`src/rtl/adder_checker_dly.sv`:
```
// LATENCY-stage shift register of {tag, payload} aligning expected results
// with the adder output; clr empties every slot synchronously.
module adder_checker_dly #(
  parameter int LATENCY = 1,
  parameter int DW      = 9
) (
  input  logic          clk,
  input  logic          rst_n,
  input  logic          clr,
  input  logic          in_tag,
  input  logic [DW-1:0] in_data,
  output logic          out_tag,
  output logic [DW-1:0] out_data
);

  logic [DW:0] line_q [LATENCY];

  always_ff @(posedge clk or negedge rst_n) begin
    if (!rst_n) begin
      for (int i = 0; i < LATENCY; i++) line_q[i] <= '0;
    end else if (clr) begin
      for (int i = 0; i < LATENCY; i++) line_q[i] <= '0;
    end else begin
      line_q[0] <= {in_tag, in_data};
      for (int i = 1; i < LATENCY; i++) line_q[i] <= line_q[i-1];
    end
  end

  assign out_tag  = line_q[LATENCY-1][DW];
  assign out_data = line_q[LATENCY-1][DW-1:0];

endmodule

```
`config.mk`:
```
export PLATFORM = sky130hd
export DESIGN_NAME = adder_checker_dly
export DESIGN_NICKNAME = d
export VERILOG_FILES = /design/src/rtl/adder_checker_dly.sv
export SDC_FILE = /design/constraint.sdc
export NUM_CORES = 1
export LEC_CHECK = 0
export BUFFER_PORTS_ARGS = -buffer_cell sky130_fd_sc_hd__clkbuf_2
export CAP_MARGIN = 20
export CORE_AREA = 2 2 39 41
export CTS_BUF_LIST = sky130_fd_sc_hd__clkbuf_4 sky130_fd_sc_hd__clkbuf_8
export DETAILED_ROUTE_END_ITERATION = 10
export DIE_AREA = 0 0 41 43
export SETUP_SLACK_MARGIN = 0.4
export SYNTH_ARGS = -nofsm -noshare
export SYNTH_HDL_FRONTEND = slang
export SYNTH_SLANG_ARGS = --single-unit
```
`constraint.sdc`:
```
create_clock -name clk -period 0.8 [get_ports clk]
set_input_delay 0.2 -clock clk [delete_from_list [all_inputs] [get_ports clk]]
set_output_delay 0.2 -clock clk [all_outputs]
set_load 0.03 [all_outputs]
```
# [Word level (Yosys, flattened, before mapping)]
# Cells that the tools add are included.
[word_totals] reg_bits=10 in_bits=13 out_inout_bits=10 elab_cells=2
[classes] n_mux=1
[op_table] cell="$mux 10" count=1

# [Longest topological paths before layout]
[logic_depth] depth_word=1 mapped_depth=1 ltp_nobuf=1

# [Least setup slack after synthesis]
# OpenSTA, ideal clock, no wires.
[synth_timing] path_type="register to output" startpoint="reg line_q[0] (netlist name)" endpoint="out out_data[0]" arrival_ns=0.467 t_required_ns=0.600 setup_slack_ns=0.133 path_stages_with_launch=1 n_path_buf=0 path_cell_list="dfrtp_1"
[synth_lines] item="from (decl)" line="16" rtl="logic [DW:0] line_q [LATENCY];"
[synth_lines] item="to (decl)" line="13" rtl="output logic [DW-1:0] out_data"
# No word-level cell between the ends.

# [Worst setup path in the final report]
[layout_timing] startpoint="reg line_q[0] (netlist name)" endpoint="out out_data[0]"
# No word-level cell between the ends.

==> results.sh <==
export IMPL_p_leak_uw=0.000281
export IMPL_clock_sinks=10
export IMPL_post_cts_setup_buffers=0
export IMPL_setup_violations_final=10
export IMPL_cts_max_level=1
export IMPL_dp_cells=58
export IMPL_grt_max_degree=11
export IMPL_syn_num_nets=33
export IMPL_antenna_found_initial=0
export IMPL_power_uw=1180
export IMPL_largestRegisters="line_q x10"
export IMPL_hold_viol_final=10
export IMPL_drc=0
export IMPL_cpMaxStageDelayCell="dfrtp_2"
export IMPL_worst_path_max_fanout=1
export IMPL_cp_end_kind="primary output"
export IMPL_finalWirelength_um=615
export IMPL_first_pass_iters=1
export IMPL_drv_slew=0
export IMPL_ant_nets=0
export IMPL_holdCritPathClass="in2async"
export IMPL_grt_first_pass_wirelength_um=1070
export IMPL_required_ns=0.60
export IMPL_cts_root_buf="clkbuf_4"
export IMPL_fp_dieH_um=43
export IMPL_violations="hold timing, setup timing"
export IMPL_critical_path_top_delay_family="flip-flops"
export IMPL_drv_cap=0
export IMPL_syn_inst=20
export IMPL_place_ws_ns=0.0496
export IMPL_layout_commonest_cell="clkbuf_2"
export IMPL_clock_fmax_mhz=999
export IMPL_fin_cells=62
export IMPL_die_area_um2=1760
export IMPL_path_buf_inv=1
export IMPL_rows=14
export IMPL_nets=60
export IMPL_relSlewSlack=0.835
export IMPL_path_clk_slew_ns=0.06
export IMPL_synth_distinct_cells=2
export IMPL_gp_congestion=0.643
export IMPL_ios=23
export IMPL_grt_pass1_vias=274
export IMPL_cts_tree="yes"
export IMPL_top_register="line_q"
export IMPL_final_cell_mix="clkbuf_2 (12), nor2b_1 (10), dfrtp_2 (10), buf_8 (10), clkbuf_4 (3)"
export IMPL_path_class="reg2out"
export IMPL_fin_ws_ns=-0.201
export IMPL_fin_util=0.428
export IMPL_status="finished, violations left"
export IMPL_critPathLaunchType="flop"
export IMPL_max_clock_path_buffers=2
export IMPL_worst_ir_drop_vdd_v=0.00130
export IMPL_synth_seq_cells=10
export IMPL_largest_reg_flops=10
export IMPL_cts_buffers=3
export IMPL_arrival_ns=0.80
export IMPL_start_util=0.226
export IMPL_fin_crit_ns=1.00
export IMPL_post_route_period_util=1.25
export IMPL_worst_pin_slew_ns=0.248
export IMPL_grt_use_total=0.0996
export IMPL_rsz0062_at_grt="true"
export IMPL_routed_via_density=3.79
export IMPL_drive_gt1_frac=0.783
export IMPL_synth_cell_area_um2=313
export IMPL_cpPeakStageDelay_ns=0.41
export IMPL_initialDrtViolationCount=0
export IMPL_wl_per_cell_um=9.92
export IMPL_ys_warn_count=0
export IMPL_yosysSeqAreaShare=0.800
export IMPL_areaGrowthSynthToFinish_pct=89.2
export IMPL_synth_avg_cell_area_um2=15.6
export IMPL_vias=235
export IMPL_powerDensity_nw_per_um2=2000
export IMPL_cp_startpoint="line_q[0]"
export IMPL_num_antenna_cells=0
export IMPL_chipWidth_um=41
export IMPL_numPortBuffers=22
export IMPL_grt_overflow_total=0
export IMPL_whs_ns=-0.208
export IMPL_cp_cell_sequence="buf_8"
export IMPL_core_um2=1380
-- per-layer routing --
metal / wire [um] / GRT usage
met1: 206 / 0.0836
met2: 280 / 0.134
met3: 127 / 0.126
met4: 0 / 0.0400
met5: 0 / 0
-- where the power goes --
part	total (uW)	internal (uW)	switching, uW
Sequential	552	536	16.1
Clock	442	276	166
Combinational	190	100	90.0
Total	1180	912	272
-- what timing repair did --
| item | in CTS | in global routing |
|---|---|---|
| gates cloned | 0 | 0 |
| hold endpoints to repair | 10 | 10 |
| endpoints found under the setup margin | 10 | 10 |
| pin swaps | 0 | 0 |
| resized for setup | 20 | 10 |
-- synth_stat cells --
library cell | n | share of area
nor2b_1 | 10 | 0.20
dfrtp_1 | 10 | 0.80
-- area by class of cell --
| type | instances | area (um^2) |
|---|---|---|
| multi-input cells | 10 | 62.6 |
| repair buffers | 22 | 210 |
| flip-flops and latches | 10 | 263 |
| well taps | 16 | 20.0 |
| clock buffers | 4 | 36.3 |
| fillers | 129 | 792 |
-- through the flow --
step | cell area (um^2) | setup TNS (ns)
after floorplan | 325 | 0
after global placement | 455 | 0
after detailed placement | 455 | 0
after CTS | 579 | -2.23
after global routing | 592 | -2.34
final | 592 | -1.98
-- logic make-up (layout without fill, tap and decap cells) --
logic type,Yosys count,after routing,synth area share
AND/OR/NAND/NOR,10,10,0.200
buffers and inverters,0,26,0
flip-flops,10,10,0.800
-- how the worst max path moves through the flow --
| stage | slack, ns | cells after the start | endpoint |
|---|---|---|---|
| finish | -0.20 | 1 | out_data[0] |
| global route | -0.24 | 1 | out_data[1] |
| CTS | -0.23 | 1 | out_data[3] |
| detailed placement | 0.05 | 1 | out_data[3] |
| global placement | 0.06 | 1 | out_data[2] |
| floorplan | 0.16 | 0 | out_data[0] |
Note: power is estimated with default switching activity, not from simulation.
